[config.mk]
export PLATFORM = sky130hd
export DESIGN_NAME = pattern_loader
export DESIGN_NICKNAME = d
export VERILOG_FILES = /design/src/rtl/pattern_pkg.sv /design/src/rtl/pattern_loader.sv
export SDC_FILE = /design/constraint.sdc
export NUM_CORES = 1
export LEC_CHECK = 0
export ABC_AREA = 1
export BUFFER_PORTS_ARGS = -buffer_cell sky130_fd_sc_hd__buf_2
export CAP_MARGIN = 30
export CELL_PAD_IN_SITES_DETAIL_PLACEMENT = 1
export CELL_PAD_IN_SITES_GLOBAL_PLACEMENT = 2
export CORE_UTILIZATION = 36
export CTS_BUF_LIST = sky130_fd_sc_hd__clkbuf_2
export CTS_CLUSTER_SIZE = 14
export DETAILED_ROUTE_END_ITERATION = 16
export HOLD_SLACK_MARGIN = 0.12
export PLACE_DENSITY = 0.95
export SETUP_SLACK_MARGIN = 0.05
export SLEW_MARGIN = 15
export SYNTH_ARGS = -nofsm -noshare
export SYNTH_HDL_FRONTEND = slang
export SYNTH_SLANG_ARGS = --single-unit
[constraint.sdc]
create_clock -name sclk -period 6 [get_ports sclk]
set_clock_uncertainty 0.05 [all_clocks]
set_input_delay 0.6 -clock sclk [delete_from_list [all_inputs] [get_ports sclk]]
set_output_delay 0.6 -clock sclk [all_outputs]
set_load 0.05 [all_outputs]
[src/rtl/pattern_pkg.sv]
// Shared pattern buffer geometry and loader state encoding.
// Imported by the loader and by the downstream pattern buffer.
package pattern_pkg;

  localparam int BUFFER_WIDTH = 8;
  localparam int BUFFER_SIZE  = 32;

  typedef enum logic [1:0] {
    IDLE,
    WAIT_BYTE,
    SHIFT,
    DONE
  } load_state_t;

endpackage

[src/rtl/pattern_loader.sv]
// Serial pattern-buffer loader: shifts bytes MSB-first into a
// daisy-chained buffer while deserializing the old contents back.
module pattern_loader #(
  parameter int BUFFER_WIDTH = pattern_pkg::BUFFER_WIDTH,
  parameter int BUFFER_SIZE  = pattern_pkg::BUFFER_SIZE
) (
  input  logic                    sclk,
  input  logic                    rst,
  input  logic                    load_start,
  input  logic                    abort,
  input  logic [BUFFER_WIDTH-1:0] byte_in,
  input  logic                    byte_valid,
  output logic                    byte_ready,
  input  logic                    sout_in,
  output logic                    ssel,
  output logic                    sin,
  output logic [BUFFER_WIDTH-1:0] rb_byte,
  output logic                    rb_valid,
  output logic                    busy,
  output logic                    done
);

  import pattern_pkg::*;

  localparam int CNT_W = $clog2(BUFFER_SIZE) + 1;
  localparam int BIT_W = $clog2(BUFFER_WIDTH);
  localparam int MSB   = BUFFER_WIDTH - 1;

  localparam logic [CNT_W-1:0] LAST_BYTE =
    CNT_W'(BUFFER_SIZE - 1);
  localparam logic [BIT_W-1:0] TOP_BIT =
    BIT_W'(BUFFER_WIDTH - 1);

  load_state_t state, state_d;

  logic [CNT_W-1:0] byte_cnt, byte_cnt_d;
  logic [BIT_W-1:0] bit_cnt, bit_cnt_d;
  logic [MSB:0]     shreg, shreg_d;
  logic [MSB:0]     rb_shreg;
  logic [BIT_W-1:0] rb_cnt;
  logic             last_bit;
  logic             accept;

  assign last_bit = (state == SHIFT) && (bit_cnt == '0);

  // Ready in the final bit cycle lets the next byte follow with no gap.
  always_comb begin
    byte_ready = 1'b0;
    if (!rst && !abort) begin
      byte_ready = (state == WAIT_BYTE) ||
                   (last_bit && (byte_cnt < LAST_BYTE));
    end
  end

  assign accept = byte_valid && byte_ready;

  always_comb begin
    state_d    = state;
    byte_cnt_d = byte_cnt;
    bit_cnt_d  = bit_cnt;
    shreg_d    = shreg;
    unique case (state)
      IDLE: begin
        if (load_start) begin
          state_d    = WAIT_BYTE;
          byte_cnt_d = '0;
        end
      end
      WAIT_BYTE: begin
        if (accept) begin
          shreg_d   = byte_in;
          bit_cnt_d = TOP_BIT;
          state_d   = SHIFT;
        end
      end
      SHIFT: begin
        shreg_d = shreg << 1;
        if (bit_cnt != '0) begin
          bit_cnt_d = bit_cnt - 1'b1;
        end else begin
          byte_cnt_d = byte_cnt + 1'b1;
          if (accept) begin
            shreg_d   = byte_in;
            bit_cnt_d = TOP_BIT;
          end else if (byte_cnt == LAST_BYTE) begin
            state_d = DONE;
          end else begin
            state_d = WAIT_BYTE;
          end
        end
      end
      DONE: begin
        state_d = IDLE;
      end
      default: begin
        state_d = IDLE;
      end
    endcase
    if (abort) begin
      state_d    = IDLE;
      byte_cnt_d = '0;
      bit_cnt_d  = '0;
      shreg_d    = '0;
    end
  end

  always_ff @(posedge sclk) begin
    if (rst) begin
      state    <= IDLE;
      byte_cnt <= '0;
      bit_cnt  <= '0;
      shreg    <= '0;
    end else begin
      state    <= state_d;
      byte_cnt <= byte_cnt_d;
      bit_cnt  <= bit_cnt_d;
      shreg    <= shreg_d;
    end
  end

  // Outputs are registered from next-state so they line up with state.
  always_ff @(posedge sclk) begin
    if (rst) begin
      ssel <= 1'b0;
      sin  <= 1'b0;
      busy <= 1'b0;
      done <= 1'b0;
    end else begin
      ssel <= (state_d == SHIFT);
      sin  <= (state_d == SHIFT) && shreg_d[MSB];
      busy <= (state_d == WAIT_BYTE) || (state_d == SHIFT);
      done <= (state_d == DONE);
    end
  end

  // Old contents leave the buffer as the new bits enter it.
  always_ff @(posedge sclk) begin
    if (rst) begin
      rb_shreg <= '0;
      rb_cnt   <= '0;
      rb_byte  <= '0;
      rb_valid <= 1'b0;
    end else begin
      rb_valid <= 1'b0;
      if (abort) begin
        rb_shreg <= '0;
        rb_cnt   <= '0;
      end else if (ssel) begin
        rb_shreg <= {rb_shreg[MSB-1:0], sout_in};
        rb_cnt   <= rb_cnt + 1'b1;
        if (rb_cnt == TOP_BIT) begin
          rb_byte  <= {rb_shreg[MSB-1:0], sout_in};
          rb_valid <= 1'b1;
        end
      end
    end
  end

endmodule

[After elaboration in Yosys (flattened, before gate mapping)]
Index checks and enable logic that the tools add are counted.
Storage, ports and cells
  input bits: 14
  RAM bits: 0
  latch bits: 0
  logic and storage cells: 69
  memories: 0
  register bits: 42
  bits in read-only memories: 0
Operators by class
  $mul: 0
  eq/ne operators: 11
  add/sub/neg operators: 3
  divide/modulo/power cells: 0
  $lt $le $gt $ge: 1
  reductions and logical operators: 19
  shift operators: 0
  bitwise gates (word level): 2
  multiplexer cells: 20
Operator list (number)
  8-bit two-way mux: 4
  8-bit case mux with 2 select lines: 1
  2-bit two-way mux: 6
  6-bit two-way mux: 2
  6-bit case mux with 2 select lines: 1
  2-bit equality test (second input constant): 4
  2-bit case mux with 4 select lines: 1
  6-bit by 1-bit adder with 6-bit output (second input constant): 1
  6-bit by 5-bit equality test with 1-bit output (second input constant): 1
  6-bit by 5-bit less-than comparator with 1-bit output (second input constant): 1
  3-bit two-way mux: 2
  2-bit inequality test (second input constant): 3
  3-bit case mux with 2 select lines: 1
  3-bit AND reduction: 2
  1-bit logical AND: 5
  2-bit by 1-bit equality test with 1-bit output (second input constant): 2
  2-bit nonzero test: 2
  3-bit by 1-bit adder with 3-bit output (second input constant): 1
  3-bit equality test (second input constant): 1
  3-bit zero test: 1
  3-bit nonzero test: 1
  3-bit OR reduction: 1
  3-bit by 1-bit subtractor with 3-bit output (second input constant): 1
  1-bit zero test: 2
  other kinds (6): 9

[Depth between registers and ports, before layout]
Gate-level depths: netlist of the first run.
  word-level depth: 12
  depth in mapped cells: 16

[Least setup slack after synthesis of the first run]
OpenSTA, ideal clock, no wires.
  path type: reg2reg
  from: register state[0]
  to: register sin
  path buffers: 0
  stages on the path, launching flop included: 16
  data arrival time: 2130 ps
  slack: 3747 ps
  required time: 5877 ps
  cells stage by stage: dfxtp_1 -> inv_1 -> ha_1 -> nand3_2 -> nor2_2 -> nand2_2 -> a21oi_4 -> nand2_4 -> inv_2 -> o21ai_0 -> nand3_1 -> nand2_1 -> nor2_1 -> ha_1 -> inv_1 -> nor3_2
On the way
  word-level cells in the longest chain between the ends: 12
  elaborated cells between the ends (all ways): 22
Ends and longest elaborated chain
  start: declaration: RTL line pattern_loader.sv:34  | load_state_t state, state_d;
  start signal: assignment: RTL line pattern_loader.sv:114  | state <= state_d;
  2-bit equality test: RTL line pattern_loader.sv:44  | assign last_bit = (state == SHIFT) && (bit_cnt == '0);
  1-bit logical AND: RTL line pattern_loader.sv:44
  1-bit logical AND: RTL line pattern_loader.sv:51  | (last_bit && (byte_cnt < LAST_BYTE));
  1-bit logical OR (*): RTL line pattern_loader.sv:50  | byte_ready = (state == WAIT_BYTE) ||
  1-bit two-way mux (*): RTL line pattern_loader.sv:49  | if (!rst && !abort) begin
  named net byte_ready: RTL line pattern_loader.sv:13  | output logic byte_ready,
  1-bit logical AND (*): RTL line pattern_loader.sv:55  | assign accept = byte_valid && byte_ready;
  2-bit two-way mux: RTL line pattern_loader.sv:82  | if (accept) begin
  2-bit two-way mux: RTL line pattern_loader.sv:78  | if (bit_cnt != '0) begin
  2-bit case mux with 4 select lines (*): RTL line pattern_loader.sv:62  | unique case (state)
  2-bit two-way mux (*): RTL line pattern_loader.sv:99  | if (abort) begin
  named net state_d[1]: RTL line pattern_loader.sv:34
  2-bit equality test (*): RTL line pattern_loader.sv:130  | sin <= (state_d == SHIFT) && shreg_d[MSB];
  1-bit logical AND (*): RTL line pattern_loader.sv:130
  end signal: assignment: RTL line pattern_loader.sv:130
  end: declaration: RTL line pattern_loader.sv:16  | output logic sin,
Mark *: on every way through the listed nets, which the timed path passes. The rest lies on a longest branch. The select of a mux whose other input is x is not followed.
A chain may end at the register's enable or synchronous reset.

[Worst setup path in the final report of the first run]
  from: register state[0]
  to: output byte_ready
On the way
  word-level cells in the longest chain between the ends: 5
  elaborated cells between the ends (all ways): 6
Ends and longest elaborated chain (RTL line)
  2-bit equality test: pattern_loader.sv:44
  1-bit logical AND: pattern_loader.sv:44
  1-bit logical AND: pattern_loader.sv:51
  1-bit logical OR (*): pattern_loader.sv:50
  1-bit two-way mux (*): pattern_loader.sv:49
  end: declaration: pattern_loader.sv:13
Every way passes the cells marked *; elsewhere a longest branch is shown, timed or not.

==> qor.txt, run 1 <==
Hold depth: 3
Initial Util: 38.00%
Max rail drop VDD: 92.08 uV
R2r worst-path depth: 15
Area of the multi-input gates: 993.5 sq um
Pleak: 0.9217 nW
Synth Warn #: 0
Fin nets: 325
CTS Sinks: 42
Mapped Area: 1978 sq um
Busiest layer in global routing: met2
Hold Path Sink: rb_shreg[0]
Synth-to-Final Area Change: 11.64%
Largest net degree at the start of global routing: 22
Cts hold-fix bufs: 0
Routed wire length: 4728 um
Fin. max-slew vios: 0
Layout cell share with drive strength beyond 1: 16.89%
CP max FO: 13
WP data required: 5.35 ns
Met2 GRT Util: 30.82%
Post-DRT Antenna Nets: 0
CTS H-tree depth: 2
DR iter-0 viols: 43
Finished Layout Cells: 372
PortBufs: 27
Ports: 28
GRT met1 Usage: 21.68%
Pwr Density: 207.8 nW/um^2
CP arrival: 2.30 ns
Die area: 5795 sq um
Residual DRC: 0
Least-Margin Pin Slew: 0.5096 ns
Final worst path period need: 2.949 ns
RSZ-0062 raised after global routing: no
Antenna Cells: 0
Via Count: 1786
Status: finished clean
TNS Setup: 0 ns
# resized after CTS: 0
Fillcell total: 696
Max Freq: 0.3391 GHz
GRT met3 Usage: 3.952%
Global-route wire length before repair: 8335 um
Vias in the first global route: 1849
Max Root-Sink Buffers: 2
Sequential fraction of the synthesis area: 42.50%
Worst setup EP type: output port
Total GRT Usage: 18.02%
CTS Buf Count: 5
Initial antenna violation count: 0
Seq cells post-synth: 42
Vias per cell: 4.801
Worst-skew pair later-pin latency: 0.42 ns
Clock slew at reported path FFs: 0.24 ns
Post-synthesis cell count: 275
Period utilization: 49.15%
Register Area: 840.8 sq um
CTS tree: built
Site Rows: 26
Unique cell type count in the Yosys netlist: 26
FF-to-FF Start: state[0]
HPWL after detailed placement: 3469 um
DP Cell Count: 364
Hold WC Path Type: primary input to flop
Final setup violation count: 0
Syn avg cell area: 7.193 sq um
DR WL/cell: 12.71 um
Final hold violations: 0
Post-CTS setup buffers: 0
Worst setup SP type: flop
RR Endpoint: sin
MaxCap Viol Count: 0
Die width: 76.13 um
Hold path start: sout_in
First-pass detailed-route iteration total: 4
Clock tree root driver cell: clkbuf_2
DIE HEIGHT: 76.13 um
Setup CP Type: flop to output port
Mapped Nets: 299
Final GP Congestion: 0.7391
Grt total ovfl: 0
Reg2Reg Setup Slack: 3.23 ns
Core Area: 5205 sq um
Max-slew headroom: 66.03%
==> worst max-delay path, cell delays in order (launching register included) <==
cell and delay (ns):
dfxtp_1 0.38, inv_1 0.12, ha_1 0.49, nand3_2 0.17, nor2_2 0.12, nand2_2 0.08
a21oi_4 0.20, buf_2 0.31
==> through the flow <==
stage / hold slack, ns / setup WS (ns) / power [mW] / utilization, % / area (sq um)
detailed placement: 0.4045 / 3.194 / 0.3356 / 41.54 / 2162
floorplan: 0.3891 / 3.747 / 0.3208 / - / 1978
finish: 0.3484 / 3.051 / 0.4589 / 42.43 / 2208
global placement: 0.4028 / 3.269 / 0.3355 / 41.54 / 2162
CTS: 0.3185 / 3.003 / 0.4675 / 42.43 / 2208
global route: 0.2932 / 2.846 / 0.4850 / 42.43 / 2208
==> worst max-delay path by stage <==
stage	startpoint	end	slack, ns	cells past startpoint
floorplan	state[0]	sin	3.75	15
global placement	rst	sin	3.27	13
detailed placement	rst	sin	3.19	13
CTS	state[0]	byte_ready	3.00	7
global route	state[0]	byte_ready	2.85	7
finish	state[0]	byte_ready	3.05	7
==> power breakdown <==
| group | internal (mW) | total (mW) | switching (mW) |
|---|---|---|---|
| Combinational | 0.0126 | 0.0458 | 0.0332 |
| Clock | 0.0286 | 0.129 | 0.100 |
| Sequential | 0.282 | 0.284 | 0.00217 |
| Total | 0.323 | 0.459 | 0.136 |
==> cell usage in the layout (no fill, tap or decap) <==
| cell | instances |
|---|---|
| buf_2 | 27 |
| inv_2 | 5 |
| nand2_1 | 88 |
| nor2_1 | 18 |
| nor2_2 | 3 |
| clkinv_2 | 1 |
| clkinv_4 | 1 |
| nor3_1 | 2 |
| xnor2_1 | 1 |
| nand2_2 | 2 |
| inv_1 | 22 |
| o21ai_2 | 1 |
| nand2_4 | 1 |
| clkinvlp_4 | 1 |
| a211oi_1 | 1 |
| ha_1 | 10 |
| clkbuf_2 | 5 |
| o311ai_0 | 1 |
| a21oi_4 | 2 |
| o21ai_0 | 7 |
| nand4_1 | 5 |
| a21oi_1 | 33 |
| nand3_2 | 1 |
| nor3_2 | 1 |
| nand3_1 | 19 |
| o21ai_1 | 1 |
| clkinv_1 | 1 |
| dfxtp_1 | 42 |
==> state kept, by name, summed over array words and instances (netlist names) <==
name / count
rb_shreg: 7
sin: 1
rb_byte: 8
byte_cnt: 6
ssel: 1
bit_cnt: 3
rb_valid: 1
rb_cnt: 3
shreg: 8
state: 2
busy: 1
done: 1
==> cell families after synthesis <==
family,after synthesis,synth area share [%]
flops,42,42.50
buf+inv,36,7.273
fa+ha+maj,10,6.325
compound gates,46,13.28
xor+xnor,1,0.4428
simple gates,140,30.17
==> synth_stat cells <==
| cell type | count | area [sq um] |
|---|---|---|
| nand2_1 | 88 | 330.3 |
| a21oi_1 | 33 | 165.2 |
| o21ai_2 | 1 | 8.760 |
| o21ai_0 | 7 | 35.03 |
| nor2_2 | 3 | 18.77 |
| nand2_4 | 1 | 11.26 |
| inv_2 | 5 | 18.77 |
| buf_6 | 1 | 11.26 |
| nor2_1 | 18 | 67.56 |
| nor3_2 | 1 | 10.01 |
| nand2_2 | 2 | 12.51 |
| dfxtp_1 | 42 | 840.8 |
| inv_1 | 22 | 82.58 |
| nor3_1 | 2 | 10.01 |
| nand4_1 | 5 | 31.28 |
| nand3_2 | 1 | 10.01 |
| o21ai_1 | 1 | 5.000 |
| clkbuf_1 | 6 | 22.52 |
| xnor2_1 | 1 | 8.760 |
| o311ai_0 | 1 | 8.760 |
| a211oi_1 | 1 | 7.510 |
| clkinv_1 | 1 | 3.750 |
| nand3_1 | 19 | 95.09 |
| buf_2 | 1 | 5.000 |
| a21oi_4 | 2 | 32.53 |
| ha_1 | 10 | 125.1 |
==> cell type report <==
type | count | share of cell area (%)
Sequential cell | 42 | 38.07
Tap cell | 70 | 3.966
Multi-Input combinational cell | 197 | 44.99
Clock inverter | 3 | 0.9632
Clock buffer | 5 | 1.133
Inverter | 28 | 4.759
Timing Repair Buffer | 27 | 6.119
==> layer usage <==
metal	wire (um)	vias to the layer above	share of wire (%)
met3	163	9	3.4
met2	2148	27	45
li1	-	934	-
met5	0	-	0
met1	2311	816	49
met4	105	0	2.2
(Power assumes the default switching activity.)
==> run 2, diff against run 1 <==
CORE_UTILIZATION = 30   (was 36)
PLACE_DENSITY = 0.89   (was 0.95)
clock period = 2.37 ns   (was 6 ns; I/O delays follow)
==> qor.txt, run 2 (synthesis gave the netlist of run 1 again) <==
FF-to-FF Start: bit_cnt[0]
Biggest regs: rb_byte (8), shreg (8), rb_shreg (7)
Register Area: 845.8 sq um (+0.60%)
Switching Share: 27.09% (-2.4 points)
Initial Util: 31.15% (-6.9 points)
Final worst path period need: 2.210 ns
Clock slew at reported path FFs: 0.23 ns (about the same)
Synth-to-Final Area Change: 24.60%
Antenna Cells: 0 (unchanged)
RSZ-0062 raised after global routing: yes
Power Internal: 0.9492 mW (+190%)
Ports: 28 (unchanged)
Core Area: 6350 sq um (+22%)
Post-DP Area: 2231 sq um (+3.2%)
RR Endpoint: sin
MaxCap Viol Count: 0 (unchanged)
Clock tree root driver cell: clkbuf_2
Reg2Reg Setup Slack: 0.16 ns (-3.07 ns)
Clock Power Share: 33.3% (+5.2 points)
P_sw: 0.3526 mW (+160%)
Die width: 83.20 um (+9.3%)
Cell area after layout: 2465 sq um (+12%)
Grt total ovfl: 0 (unchanged)
Period utilization: 93.24%
Finished Layout Cells: 402 (+8.1%)
CTS Sinks: 42 (unchanged)
HPWL after detailed placement: 3616 um (+4.2%)
Worst setup SP type: flop
Layout cell share with drive strength beyond 1: 23.08% (+6.2 points)
Max rail drop VDD: 283.5 uV (+210%)
Total GRT Usage: 15.50% (-2.5 points)
Setup crit end: sin
GRT met3 Usage: 2.386% (-1.6 points)
First-pass detailed-route iteration total: 4 (unchanged)
Via Count: 1906 (+6.7%)
Die area: 6922 sq um (+19%)
Vias in the first global route: 1894 (+2.4%)
Gate power share: 11.6% (+1.6 points)
Post-DRT Antenna Nets: 0 (unchanged)
Status: finished clean
Worst setup EP type: flop
Global-route wire length before repair: 8687 um (+4.2%)
Setup slack after layout: 0.1601 ns (-2.891 ns)
CP max FO: 5 (-8)
GRT met1 Usage: 18.99% (-2.7 points)
Worst-skew pair later-pin latency: 0.41 ns (about the same)
Busiest layer in global routing: met2
Max-slew headroom: 68.05% (+2.0 points)
Hold WC Path Type: primary input to flop
Pwr Density: 528.1 nW/um^2 (+150%)
Max Freq: 0.4525 GHz
WP data required: 2.67 ns (-2.68 ns)
Vias per cell: 4.741 (-1.2%)
Least-Margin Pin Slew: 0.4742 ns (-0.03545 ns)
Largest net degree at the start of global routing: 21 (-4.5%)
CTS Buf Count: 5 (unchanged)
Met2 GRT Util: 27.57% (-3.2 points)
Pleak: 1.045 nW (+13%)
Final hold violations: 0 (unchanged)
Initial antenna violation count: 0 (unchanged)
DIE HEIGHT: 83.20 um (+9.3%)
Fin. max-slew vios: 0 (unchanged)
Crit. Startpoint: bit_cnt[0]
R2r worst-path depth: 15 (unchanged)
DR WL/cell: 12.90 um (+1.5%)
Residual DRC: 0 (unchanged)
Power, Total: 1.302 mW (+180%)
Setup CP Type: flop to flop
Routed wire length: 5184 um (+9.6%)
PortBufs: 27 (unchanged)
Register share of total power: 55.1% (-6.9 points)
Final GP Congestion: 0.8196 (+11%)
Fin nets: 348 (+7.1%)
Max Root-Sink Buffers: 2 (unchanged)
DR iter-0 viols: 36 (-16%)
CTS tree: built
CP arrival: 2.51 ns (+0.21 ns)
Site Rows: 29 (+12%)
DP Cell Count: 379 (+4.1%)
Pre-CTS setup slack: 0.1600 ns (-3.034 ns)
Area of the multi-input gates: 1013 sq um (+2.0%)
Fillcell total: 789 (+13%)
CTS H-tree depth: 2 (unchanged)
Final setup violation count: 0 (unchanged)
Commonest non-fill, non-tap cell in the layout: nand2_1
Most frequent cells in the layout: nand2_1 (86), dfxtp_1 (38), a21oi_1 (33)
-- run 2: cell count changes in the layout (fill, tap and decap cells not counted), sizes merged --
| cell | previous run | this run |
|---|---|---|
| buf | 27 | 40 |
| dlygate4sd3 | 0 | 10 |
| bufinv | 0 | 1 |
| inv | 27 | 28 |
| clkinv | 3 | 2 |
| clkinvlp | 1 | 0 |
-- run 2: worst min path at each step --
stage / slack, ns / startpoint / cells after the start / end
floorplan: 0.26 / rst / 1 / rb_byte[3]
global placement: 0.40 / rb_shreg[6] / 2 / rb_shreg[6]
detailed placement: 0.40 / rb_byte[3] / 2 / rb_byte[3]
CTS: 0.13 / byte_in[5] / 5 / shreg[5]
global route: 0.12 / byte_in[5] / 5 / shreg[5]
finish: 0.14 / byte_in[5] / 5 / shreg[5]
-- run 2: what timing repair did --
action	in CTS	in global routing
endpoints found under the setup margin	0	10
endpoints found under the hold margin	12	0
setup buffers	0	5
gates resized for setup	0	14
hold buffers	10	0
-- run 2: layout make-up --
cell class,instances,area share (%)
Multi-Input combinational cell,197,41.12
Sequential cell,42,34.31
Timing Repair Buffer,50,13.60
Inverter,28,4.264
Tap cell,77,3.909
Clock inverter,3,1.777
Clock buffer,5,1.015
-- run 2: worst max-delay path: stages (launching register included) --
cell	delay, ns
dfxtp_2	0.37
inv_1	0.09
ha_2	0.21
nand3_2	0.10
nor2_2	0.11
nand2_2	0.09
a21oi_4	0.18
nand2_4	0.09
nand2_2	0.08
nand2_1	0.06
nand2_1	0.05
nand2_1	0.07
o21ai_2	0.19
ha_1	0.18
inv_1	0.06
nor3_2	0.15
-- run 2: power groups by stage --
stage | sequential [mW] | clock [mW] | combinational, mW
4_1_cts | 0.718 | 0.449 | 0.143
3_3_place_gp | 0.731 | 0 | 0.128
3_5_place_dp | 0.731 | 0 | 0.129
2_1_floorplan | 0.740 | 0 | 0.0723
5_1_grt | 0.719 | 0.473 | 0.167
6_report | 0.718 | 0.433 | 0.151
-- run 2: through the flow --
stage | utilization [%] | hold WS [ns] | setup TNS, ns
2_1_floorplan | - | 0.2561 | 0
3_3_place_gp | 35.13 | 0.3998 | 0
3_5_place_dp | 35.13 | 0.4046 | 0
4_1_cts | 37.79 | 0.1310 | 0
5_1_grt | 38.82 | 0.1212 | -0.001176
6_report | 38.82 | 0.1400 | 0
-- run 2: per-layer routing --
metal | routed length, um | part of all wire (%)
met2 | 2536 | 49
met5 | 0 | 0
met1 | 2448 | 47
met3 | 135 | 2.6
met4 | 63 | 1.2
